$ cat src/rtl/fpu_pkg.sv
`default_nettype none
// ============================================================================
// Module   : fpu_pkg
// Brief    : Shared op codes, sequencer states and op-legality helper for the
//            F-type issue sequencer.
// Revision : 1.0 - initial release
// ============================================================================
package fpu_pkg;

    typedef enum logic [3:0] {
        FADD = 4'b0000,
        FSUB = 4'b0001,
        FMUL = 4'b0010,
        FDIV = 4'b0011,
        FABS = 4'b0100,
        FNEG = 4'b0101
    } fpu_op_t;

    typedef enum logic [1:0] {
        IDLE = 2'd0,
        WAIT = 2'd1,
        WB   = 2'd2
    } seq_state_t;

    function automatic logic is_legal_fpu_op(input logic [3:0] op);
        return (op <= 4'b0101);
    endfunction

endpackage
`default_nettype wire

$ cat src/rtl/fpu_sign_unit.sv
`default_nettype none
// ============================================================================
// Module   : fpu_sign_unit
// Brief    : Combinational sign manipulation (ABS clears, NEG flips the sign).
// Revision : 1.0 - initial release
// ============================================================================
module fpu_sign_unit
    import fpu_pkg::*;
#(
    parameter int WIDTH = 32
) (
    input  logic [WIDTH-1:0] a,
    input  fpu_op_t          op,
    output logic [WIDTH-1:0] y
);

    logic w_sign;

    assign w_sign = (op == FNEG) ? ~a[WIDTH-1] : 1'b0;
    assign y      = {w_sign, a[WIDTH-2:0]};

endmodule
`default_nettype wire

$ cat src/rtl/fpu_issue_seq.sv
`default_nettype none
// ============================================================================
// Module   : fpu_issue_seq
// Brief    : Accepts F-type ops in EX, runs them locally or on the external
//            FP datapath, stalls the pipeline while busy, writes one result.
// Revision : 1.0 - initial release
// ============================================================================
module fpu_issue_seq
    import fpu_pkg::*;
#(
    parameter int WIDTH   = 32,
    parameter int REGBITS = 5,
    parameter int TIMEOUT = 64
) (
    input  logic               clk,
    input  logic               reset_n,
    input  logic               issue_valid,
    input  logic [3:0]         fpu_control,
    input  logic               fp_regwrite,
    input  logic [REGBITS-1:0] fp_dst,
    input  logic [WIDTH-1:0]   op_a,
    input  logic [WIDTH-1:0]   op_b,
    input  logic               flush,
    output logic               stall,
    output logic               dp_start,
    output logic [1:0]         dp_op,
    output logic [WIDTH-1:0]   dp_a,
    output logic [WIDTH-1:0]   dp_b,
    input  logic               dp_done,
    input  logic [WIDTH-1:0]   dp_result,
    output logic               wb_valid,
    output logic [REGBITS-1:0] wb_addr,
    output logic [WIDTH-1:0]   wb_data,
    output logic               err
);

    localparam int               c_cnt_w    = (TIMEOUT > 2) ? $clog2(TIMEOUT) : 1;
    localparam logic [c_cnt_w-1:0] c_cnt_last = c_cnt_w'(TIMEOUT - 1);

    seq_state_t           r_state;
    seq_state_t           w_next_state;
    logic [c_cnt_w-1:0]   r_cnt;
    logic                 r_dp_start;
    logic [1:0]           r_dp_op;
    logic [WIDTH-1:0]     r_dp_a;
    logic [WIDTH-1:0]     r_dp_b;
    logic                 r_wb_valid;
    logic [REGBITS-1:0]   r_wb_addr;
    logic [WIDTH-1:0]     r_wb_data;
    logic                 r_err;

    logic                 w_legal;
    logic                 w_is_sign;
    logic                 w_issue;
    logic                 w_accept;
    logic                 w_illegal;
    logic                 w_dp_take;
    logic                 w_timeout;
    logic [WIDTH-1:0]     w_sign_result;

    assign w_legal   = is_legal_fpu_op(fpu_control);
    assign w_is_sign = (fpu_control == FABS) || (fpu_control == FNEG);
    assign w_issue   = (r_state == IDLE) && issue_valid && fp_regwrite && !flush;
    assign w_accept  = w_issue && w_legal;
    assign w_illegal = w_issue && !w_legal;
    // flush outranks dp_done, which in turn outranks the watchdog
    assign w_dp_take = (r_state == WAIT) && !flush && dp_done;
    assign w_timeout = (r_state == WAIT) && !flush && !dp_done && (r_cnt == c_cnt_last);

    assign stall = w_accept || (r_state == WAIT);

    // ABS/NEG result is produced from the operand as it is being latched
    fpu_sign_unit #(
        .WIDTH (WIDTH)
    ) u_sign (
        .a  (op_a),
        .op (fpu_op_t'(fpu_control)),
        .y  (w_sign_result)
    );

    always_ff @(posedge clk or negedge reset_n) begin
        if (!reset_n) begin
            r_state <= IDLE;
        end else begin
            r_state <= w_next_state;
        end
    end

    always_comb begin
        w_next_state = r_state;
        case (r_state)
            IDLE: begin
                if (w_accept) begin
                    w_next_state = w_is_sign ? WB : WAIT;
                end
            end
            WAIT: begin
                if (flush) begin
                    w_next_state = IDLE;
                end else if (dp_done) begin
                    w_next_state = WB;
                end else if (r_cnt == c_cnt_last) begin
                    w_next_state = IDLE;
                end
            end
            WB:      w_next_state = IDLE;
            default: w_next_state = IDLE;
        endcase
    end

    always_ff @(posedge clk or negedge reset_n) begin
        if (!reset_n) begin
            r_cnt      <= '0;
            r_dp_start <= 1'b0;
            r_dp_op    <= '0;
            r_dp_a     <= '0;
            r_dp_b     <= '0;
            r_wb_valid <= 1'b0;
            r_wb_addr  <= '0;
            r_wb_data  <= '0;
            r_err      <= 1'b0;
        end else begin
            r_dp_start <= w_accept && !w_is_sign;
            r_wb_valid <= (w_next_state == WB);
            r_err      <= w_illegal || w_timeout;

            if (w_accept) begin
                r_cnt <= '0;
            end else if (r_state == WAIT) begin
                r_cnt <= r_cnt + 1'b1;
            end

            if (w_accept) begin
                r_dp_op   <= fpu_control[1:0];
                r_dp_a    <= op_a;
                r_dp_b    <= op_b;
                r_wb_addr <= fp_dst;
                if (w_is_sign) begin
                    r_wb_data <= w_sign_result;
                end
            end else if (w_dp_take) begin
                r_wb_data <= dp_result;
            end
        end
    end

    assign dp_start = r_dp_start;
    assign dp_op    = r_dp_op;
    assign dp_a     = r_dp_a;
    assign dp_b     = r_dp_b;
    assign wb_valid = r_wb_valid;
    assign wb_addr  = r_wb_addr;
    assign wb_data  = r_wb_data;
    assign err      = r_err;

endmodule
`default_nettype wire

$ cat config.mk
export PLATFORM = sky130hd
export DESIGN_NAME = fpu_issue_seq
export DESIGN_NICKNAME = d
export VERILOG_FILES = /design/src/rtl/fpu_pkg.sv /design/src/rtl/fpu_sign_unit.sv /design/src/rtl/fpu_issue_seq.sv
export SDC_FILE = /design/constraint.sdc
export NUM_CORES = 1
export LEC_CHECK = 0
export ABC_AREA = 1
export CAP_MARGIN = 40
export CORE_AREA = 2 2 123 101
export DETAILED_ROUTE_END_ITERATION = 8
export DIE_AREA = 0 0 125 103
export HOLD_SLACK_MARGIN = 0.12
export PLACE_DENSITY = 0.8
export SYNTH_ARGS = -nofsm -noshare
export SYNTH_HDL_FRONTEND = slang
export SYNTH_SLANG_ARGS = --single-unit
$ cat constraint.sdc
create_clock -name clk -period 1.4 [get_ports clk]
set_input_delay 0.21 -clock clk [delete_from_list [all_inputs] [get_ports clk]]
set_output_delay 0.21 -clock clk [all_outputs]
set_load 0.005 [all_outputs]
==> results of run 1 <==
==> power by group through the flow <==
stage	logic, uW	clock network [uW]	registers (uW)
CTS	2610	4890	4450
floorplan	745	0	4530
global route	2980	5030	4580
global placement	2860	0	4480
finish	2710	4840	4490
detailed placement	2940	0	4510
==> what timing repair did <==
action,in CTS,in global routing
setup buffers,14,6
setup endpoints to repair,182,110
hold endpoints to repair,57,0
gates cloned,4,8
pin swaps,3,20
hold buffers,1,0
resized for setup,132,73
==> flip-flops by register name, summed over array words and instances, names as in the netlist <==
| signal | cells |
|---|---|
| dp_a | 32 |
| dp_b | 32 |
| dp_op | 2 |
| dp_start | 1 |
| err | 1 |
| r_cnt | 6 |
| r_state | 2 |
| wb_addr | 5 |
| wb_data | 32 |
| wb_valid | 1 |
==> through the flow <==
step	hold WS [ns]	TNS (ns)	total power, uW
after global routing	0.320	-9.59	12600
after detailed placement	0.184	-35.32	7450
after global placement	0.177	-33.68	7350
after floorplan	-0.0856	0	5270
after CTS	0.289	-7.71	12000
final	0.282	-5.54	12000
==> cell usage after synthesis, drive strengths merged <==
| library cell | count |
|---|---|
| nand2 | 321 |
| dfrtp | 114 |
| nand3 | 73 |
| buf | 21 |
| inv | 18 |
| nor2 | 12 |
| clkbuf | 10 |
| o21ai | 5 |
| a21oi | 3 |
| o22ai | 2 |
| ha | 1 |
| nand3b | 1 |
| xor2 | 1 |
==> cells in the final DEF (no fill, tap or decap), drive strengths merged <==
cell / instances
nand3: 73
ha: 1
xor2: 1
bufinv: 5
a21oi: 3
clkinv: 5
nor2: 12
clkdlybuf4s50: 109
inv: 17
dfrtp: 114
dlygate4sd3: 1
dlygate4sd2: 106
o21ai: 5
nand2: 321
buf: 63
nand3b: 1
o22ai: 2
clkbuf: 28
clkinvlp: 1
==> kinds of logic (layout without fill, tap and decap cells) <==
logic type / after synthesis / in the layout / share of synthesized area
buf+inv: 49 / 335 / 0.0463
xor+xnor: 1 / 1 / 0.00182
fa+ha+maj: 1 / 1 / 0.00260
compound gates: 10 / 10 / 0.0133
simple gates: 407 / 407 / 0.342
flops: 114 / 114 / 0.594
==> final cells by class <==
cell class              count  area, um^2  share of cell area
flip-flops and latches    114        2850               0.328
multi-input cells         419        1960               0.226
repair buffers            285        2940               0.338
clock buffers              22         484              0.0557
inverters                  18        80.1             0.00922
well taps                 152         190              0.0219
clock inverters            10         178              0.0205
==> worst min path at each step <==
stage	startpoint	to	slack, ns	cells after the start
final	reset_n	dp_a[27]	0.28	2
after global routing	reset_n	wb_data[28]	0.32	2
after CTS	reset_n	wb_data[0]	0.29	2
after detailed placement	reset_n	dp_a[27]	0.18	1
after global placement	reset_n	dp_a[27]	0.18	1
after floorplan	reset_n	dp_a[0]	-0.09	0
==> routing by layer <==
metal  wire, um  global-route usage  up-vias
li1           -                   -     2371
met1       7250               0.318     2432
met2       8020               0.412      308
met3       1620              0.0727       41
met4        463               0.120        0
met5          0                   0        -
==> impl_metrics.csv, run 1 <==
group,metric,value,unit
final_layout,drive_gt1_frac,0.181,
grt,grtUsageTotal,0.253,
power,power_frac_comb,0.225,
final_layout,final_cell_area,0.00869,mm^2
drt,wl_per_cell,17.0,um
grt,grt_overflow,0,
setup_path,startpoint_type,"register",
synthesis,synthCells,582,
synthesis,seq_area_frac_synth,0.594,
power,p_leak,0.00470,uW
final_layout,final_nets,967,
power,netSwitchingPower,3130,uW
setup_path,critPathCapture,"stall",
clock_tree,cts_buffers,17,
power,clkPwrFrac,0.402,
drt,drtIter0Drc,275,
setup_path,critPathCaptureType,"output port",
synthesis,avgSynthCellArea,8.26,um^2
power,peakVddDrop,0.755,mV
timing,setup_viol,60,
synthesis,synth_top_area_share,0.594,
grt,grt_pass1_vias,5000,
grt,grt_max_degree,47,
setup_path,path_class,"reg -> out",
setup_path,rrSetupSlack,-0.16,ns
power,pwr-share-seq,0.373,
clock_tree,htree_levels,4,
setup_path,timing.critical_path.from,"r_state[0]",
timing,finalMaxSlewViolations,0,
timing,max_freq,639,MHz
floorplan,initial_core_util,0.407,
floorplan,die-height,103,um
setup_path,path_buf_inv,2,
floorplan,num_rows,36,
final_layout,antenna_cells,0,
power,swShare,0.260,
clock_tree,clkSinkCount,114,
power,p_int,8910,uW
floorplan,die_w,125,um
worst_hold_path,hold_path_class,"in -> async",
drt,drt-total-wl,17.3,mm
synthesis,synth_seq_cells,114,
setup_path,slowest_stage,"dfrtp_1",
placed_design,post-place-ws,-0.439,ns
timing,relSlewSlack,0.700,
synthesis,ys_top_cells_by_area,"dfrtp_1 59%, nand2_1 25%, nand3_1 7.3%",
setup_path,required,1.19,ns
run_status,status,"finished with violations",
synthesis,synth_top_cell_by_area,"dfrtp_1",
setup_path,critPathMaxFanout,3,
grt,grt_pass1_wl,25.2,mm
drt,post_drt_via_cell_ratio,5.05,
setup_path,ff2ff_path_depth,10,
timing,timing.final.crit_share,1.12,
final_layout,instances_no_fill,1020,
drt,ant_nets,0,
clock_tree,clk_pin_slew,0.05,ns
floorplan,die_area,0.0129,mm^2
placed_design,dp_cells,956,
final_layout,syn_to_final_growth,80.8,%
final_layout,final_util,0.736,
placed_design,dp_hpwl,10.7,mm
setup_path,critPathArrivalTime,1.36,ns
floorplan,core_area,0.0118,mm^2
synthesis,synth_area,0.00481,mm^2
drt,vias,5152,
power,power.density,1390,mW/mm^2
setup_path,max_stage_delay,0.40,ns
job,maxCapViolCount,0,
drt,remaining_drc_errors,0,
run_status,violations,"negative setup slack",
setup_path,cp_num_cells,6,
placed_design,gp_congestion,0.943,
timing,fin_ws,-0.166,ns
clock_tree,cts_tree,"done",
timing,hold_viol_final,0,
grt,antenna_found_initial,0,
clock_tree,cts_buffer_depth,2,
setup_path,crit_family,"flip-flops",
setup_path,worstPathCellList,"inv_2 > nand2_2 > nor2_4 > nand3_4 > nand2_4 > buf_6",
timing,fin_skew,0.00310,ns
synthesis,synth_cell_types,19,
setup_path,worst_r2r_endpoint,"wb_data[15]",
timing,rsz0062_at_grt,"yes",
timing,tightest_slew,0.450,ns
placed_design,dpl_cell_area,0.00739,mm^2
setup_path,reg2reg_from,"r_state[0]",
placed_design,portBuffers,217,
timing,layout_min_cycle_time,1.57,ns
synthesis,yosys_warnings,0,
synthesis,synth_fp_nets,694,
drt,drt_pre_antenna_iters,5,
floorplan,io_pins,218,
final_layout,nFillCells,840,
clock_tree,clk_latency,0.41,ns
clock_tree,root_buffer,"clkbuf_16",
(Power assumes the default switching activity.)
==> run 2: changes to the inputs <==
--- a/config.mk
+++ b/config.mk
@@ -10,8 +10,9 @@
 export CORE_AREA = 2 2 123 101
 export DETAILED_ROUTE_END_ITERATION = 8
 export DIE_AREA = 0 0 125 103
+export GPL_TIMING_DRIVEN = 0
 export HOLD_SLACK_MARGIN = 0.12
-export PLACE_DENSITY = 0.8
+export PLACE_DENSITY_LB_ADDON = 0.15
 export SYNTH_ARGS = -nofsm -noshare
 export SYNTH_HDL_FRONTEND = slang
 export SYNTH_SLANG_ARGS = --single-unit
==> impl_metrics.csv, run 2 (same netlist as run 1, synthesis figures left out) <==
group,metric,value,unit
timing,finalMaxSlewViolations,0,
run_status,violations,"negative setup slack",
setup_path,cp_common_cell,"nand3_4",
drt,drt_pre_antenna_iters,4,
setup_path,critPathMaxFanout,7,
drt,post_drt_via_cell_ratio,5.10,
setup_path,critPathCaptureType,"register",
placed_design,portBuffers,217,
setup_path,startpoint_type,"register",
floorplan,io_pins,218,
run_status,status,"finished with violations",
setup_path,slowest_stage,"dfrtp_1",
clock_tree,htree_levels,4,
timing,max_freq,614,MHz
clock_tree,cts_buffer_depth,2,
timing,tightest_slew,0.471,ns
clock_tree,root_buffer,"clkbuf_16",
power,peakVddDrop,0.887,mV
grt,grt_overflow,0,
final_layout,final_util,0.827,
final_layout,drive_gt1_frac,0.353,
floorplan,die_w,125,um
clock_tree,clkSinkCount,114,
drt,remaining_drc_errors,0,
timing,setup_viol,111,
final_layout,final_nets,993,
floorplan,initial_core_util,0.407,
grt,grtUsageTotal,0.282,
final_layout,instances_no_fill,1045,
floorplan,die_area,0.0129,mm^2
placed_design,dp_hpwl,10.6,mm
timing,layout_min_cycle_time,1.63,ns
timing,holdWs,0.319,ns
clock_tree,clk_latency,0.40,ns
timing,fin_skew,0.00537,ns
drt,drtIter0Drc,239,
floorplan,core_area,0.0118,mm^2
setup_path,critPathArrivalTime,1.91,ns
grt,grt_max_degree,68,
final_layout,layout_common_cells,"196 x nand2_1, 114 x dfrtp_1, 109 x clkdlybuf4s50_1",
placed_design,post-place-ws,-0.975,ns
grt,grt_pass1_wl,28.3,mm
floorplan,num_rows,36,
placed_design,gp_congestion,0.811,
drt,wl_per_cell,18.3,um
power,power,12600,uW
setup_path,path_class,"reg -> reg",
final_layout,antenna_cells,0,
floorplan,die-height,103,um
drt,vias,5327,
timing,timing.final.crit_share,1.16,
setup_path,required,1.68,ns
timing,fin_ws,-0.228,ns
clock_tree,clk_pin_slew,0.06,ns
grt,antenna_found_initial,0,
timing,hold_viol_final,0,
clock_tree,cts_buffers,17,
timing,rsz0062_at_grt,"yes",
grt,grt_pass1_vias,5493,
power,p_leak,0.00500,uW
clock_tree,cts_tree,"done",
timing,relSlewSlack,0.686,
drt,ant_nets,0,
setup_path,max_stage_delay,0.39,ns
drt,drt-total-wl,19.2,mm
worst_hold_path,hold_path_class,"in -> async",
power,power.density,1290,mW/mm^2
job,maxCapViolCount,0,
final_layout,mostFrequentLayoutCell,"nand2_1",
final_layout,syn_to_final_growth,103,%
placed_design,dp_cells,952,
setup_path,worstPathCellList,"inv_2 > buf_4 > buf_6 > nand3_4 > nor2_4 > nand3_4 > buf_12 > clkbuf_16 > nand3_2 > nand2_1",
-- run 2: cell types whose count changed in the layout (fill, tap and decap cells not counted), moves of 4 or more --
cell,before,now
nand2_1,284,196
nand2_2,31,91
nand3_1,63,25
nand2_4,5,33
nand3_2,4,32
buf_8,2,15
buf_4,36,26
nand3_4,6,16
buf_6,9,18
buf_16,5,11
nor2_2,0,4
-- run 2: final cells by class --
class | instances | area [um^2]
tap | 152 | 190
inverter | 18 | 75.1
timing repair buffer | 281 | 2990
clock inverter | 9 | 178
multi-input combinational | 419 | 2610
clock buffer | 22 | 474
sequential | 114 | 2850
buffer | 30 | 395
fill | 693 | 2040
-- run 2: final timing paths --
| kind | depth (start not counted) | to | from | slack (ns) |
|---|---|---|---|---|
| max reg2reg | 10 | wb_data[18] | r_state[1] | -0.23 |
| min | 2 | dp_b[17] | reset_n | 0.32 |
| max | 10 | wb_data[18] | r_state[1] | -0.23 |
| min in group clk | 3 | dp_b[19] | op_b[19] | 0.34 |
| min reg2reg | 2 | dp_b[18] | dp_b[18] | 0.48 |
| max in group asynchronous | 3 | dp_a[6] | reset_n | 0.38 |
-- run 2: critical path: cells and delay by family, from the launching register on --
kind	cells	cell delay, ns
and+or+nand+nor	5	0.50
buffers and inverters	5	0.62
DFF	1	0.39
-- run 2: timing repair --
item                                    4_1_cts  5_1_grt
hold endpoints to repair                     47        0
hold buffers                                  1        0
setup buffers                                39        6
gates cloned                                 16        5
endpoints found under the setup margin      214      115
resized for setup                           289      185
pin swaps                                    47       41
-- run 2: per-layer routing --
layer,share of wire,wire length (um),global-route usage
met2,0.50,9510,0.464
met1,0.41,7830,0.351
met5,0,0,0
met4,0.033,630,0.129
met3,0.063,1200,0.0841
-- run 2: where the power goes --
| group | internal [uW] | leakage, uW | total [uW] | switching [uW] |
|---|---|---|---|---|
| clock network | 3290 | 0.000308 | 4820 | 1530 |
| logic | 1830 | 0.00324 | 3200 | 1370 |
| registers | 4040 | 0.00145 | 4610 | 568 |
-- run 2: metrics by stage --
step / TNS [ns] / cell area, um^2
after floorplan: 0 / 4810
after global placement: -548.65 / 7170
after detailed placement: -64.20 / 7200
after CTS: -15.94 / 9050
after global routing: -19.19 / 9760
final: -13.52 / 9760
==> run 3: changes to the inputs <==
--- a/config.mk
+++ b/config.mk
@@ -8,6 +8,7 @@
 export ABC_AREA = 1
 export CAP_MARGIN = 40
 export CORE_AREA = 2 2 123 101
+export CTS_BUF_LIST = sky130_fd_sc_hd__clkbuf_4 sky130_fd_sc_hd__clkbuf_8 sky130_fd_sc_hd__clkbuf_16
 export DETAILED_ROUTE_END_ITERATION = 8
 export DIE_AREA = 0 0 125 103
 export GPL_TIMING_DRIVEN = 0
==> impl_metrics.csv, run 3 (same netlist as run 1, synthesis figures left out) <==
group,metric,value,unit
grt,grt_pass1_vias,5465,
clock_tree,root_buffer,"clkbuf_16",
floorplan,num_rows,36,
timing,layout_min_cycle_time,1.62,ns
placed_design,dp_cells,952,
power,power.density,1300,mW/mm^2
final_layout,syn_to_final_growth,102,%
drt,remaining_drc_errors,0,
setup_path,worstPathCellList,"inv_2 > buf_4 > buf_6 > nand3_4 > nor2_4 > nand3_4 > buf_12 > buf_12 > nand3_4 > nand2_2",
drt,drtIter0Drc,252,
timing,timing.final.crit_share,1.16,
setup_path,required,1.69,ns
run_status,status,"finished with violations",
final_layout,final_nets,992,
setup_path,critPathMaxFanout,7,
power,p_leak,0.00499,uW
final_layout,instances_no_fill,1044,
setup_path,max_stage_delay,0.39,ns
floorplan,die_area,0.0129,mm^2
placed_design,post-place-ws,-0.975,ns
clock_tree,cts_tree,"done",
floorplan,die_w,125,um
worst_hold_path,hold_path_class,"in -> async",
grt,grt_pass1_wl,28.1,mm
grt,grtUsageTotal,0.282,
drt,wl_per_cell,18.5,um
setup_path,critPathArrivalTime,1.91,ns
timing,max_freq,616,MHz
final_layout,drive_gt1_frac,0.349,
drt,vias,5289,
setup_path,startpoint_type,"register",
placed_design,dp_hpwl,10.6,mm
clock_tree,clk_pin_slew,0.05,ns
timing,setup_viol,107,
power,peakVddDrop,0.890,mV
drt,ant_nets,0,
timing,finalMaxSlewViolations,0,
placed_design,portBuffers,217,
drt,post_drt_via_cell_ratio,5.07,
grt,grt_max_degree,68,
final_layout,antenna_cells,0,
setup_path,crit_family,"buffers and inverters",
setup_path,rrSetupSlack,-0.22,ns
setup_path,critPathCaptureType,"register",
floorplan,die-height,103,um
clock_tree,clkSinkCount,114,
final_layout,layout_common_cells,"202 x nand2_1, 114 x dfrtp_1, 109 x clkdlybuf4s50_1",
floorplan,initial_core_util,0.407,
setup_path,cp_common_cell,"nand3_4",
timing,hold_viol_final,0,
grt,antenna_found_initial,0,
grt,grt_overflow,0,
timing,fin_skew,0.00725,ns
setup_path,slowest_stage,"dfrtp_1",
setup_path,path_class,"reg -> reg",
job,maxCapViolCount,0,
clock_tree,cts_buffers,17,
final_layout,mostFrequentLayoutCell,"nand2_1",
timing,fin_ws,-0.222,ns
timing,tightest_slew,0.467,ns
run_status,violations,"negative setup slack",
floorplan,core_area,0.0118,mm^2
placed_design,gp_congestion,0.811,
setup_path,path_buf_inv,5,
floorplan,io_pins,218,
clock_tree,htree_levels,4,
timing,relSlewSlack,0.688,
timing,rsz0062_at_grt,"yes",
drt,drt_pre_antenna_iters,4,
clock_tree,cts_buffer_depth,2,
drt,drt-total-wl,19.3,mm
clock_tree,clk_latency,0.41,ns
final_layout,nFillCells,694,
timing,final.setup.tns,-12.56,ns
[run 3: worst register-to-register path, cell delays in order, from the launching register on]
cell and delay, ns:
dfrtp_1 0.39, inv_2 0.07, buf_4 0.10, buf_6 0.09
nand3_4 0.06, nor2_4 0.17, nand3_4 0.15, buf_12 0.19
buf_12 0.14, nand3_4 0.07, nand2_2 0.07
[run 3: final timing paths]
kind / depth (start not counted) / startpoint / to
setup / recovery: 10 / r_state[1] / wb_data[10]
hold / removal: 2 / reset_n / dp_b[18]
setup reg to reg: 10 / r_state[1] / wb_data[10]
hold reg to reg: 2 / dp_b[18] / dp_b[18]
max in group asynchronous: 3 / reset_n / dp_a[1]
min in group clk: 3 / op_b[2] / dp_b[2]
[run 3: per-stage QoR]
| stage | util | hold WS, ns | cell area, um^2 | power, uW |
|---|---|---|---|---|
| final | 0.825 | 0.323 | 9730 | 12600 |
| after CTS | 0.767 | 0.315 | 9050 | 12100 |
| after detailed placement | 0.610 | 0.176 | 7200 | 7380 |
| after floorplan | - | -0.0856 | 4810 | 5270 |
| after global placement | 0.607 | 0.455 | 7170 | 7290 |
| after global routing | 0.825 | 0.347 | 9730 | 13200 |
[run 3: report_power, final]
group / internal, uW / leakage (uW) / total (uW) / switching, uW
registers: 4040 / 0.00145 / 4600 / 557
logic: 1810 / 0.00322 / 3190 / 1370
clock network: 3330 / 0.000315 / 4860 / 1530
[run 3: timing repair]
item / 4_1_cts / 5_1_grt
setup endpoints to repair: 214 / 115
endpoints found under the hold margin: 47 / 0
cloned: 16 / 5
buffers inserted: 39 / 7
hold buffers: 1 / 0
pin swaps: 47 / 42
resized for setup: 288 / 177
[run 3: layout make-up]
type                    instances  area (um^2)  share of cell area
multi-input cells             419         2590               0.266
inverters                      18         75.1             0.00772
clock buffers                  22          482              0.0495
well taps                     152          190              0.0195
repair buffers                281         2990               0.307
plain buffers                  29          374              0.0384
flip-flops and latches        114         2850               0.293
clock inverters                 9          178              0.0183
[run 3: per-layer routing]
layer	routed length, um	vias to the layer above	track usage
met3	1220	50	0.0841
met5	0	-	0
met1	7790	2604	0.347
li1	-	2434	-
met2	9660	201	0.472
met4	617	0	0.116
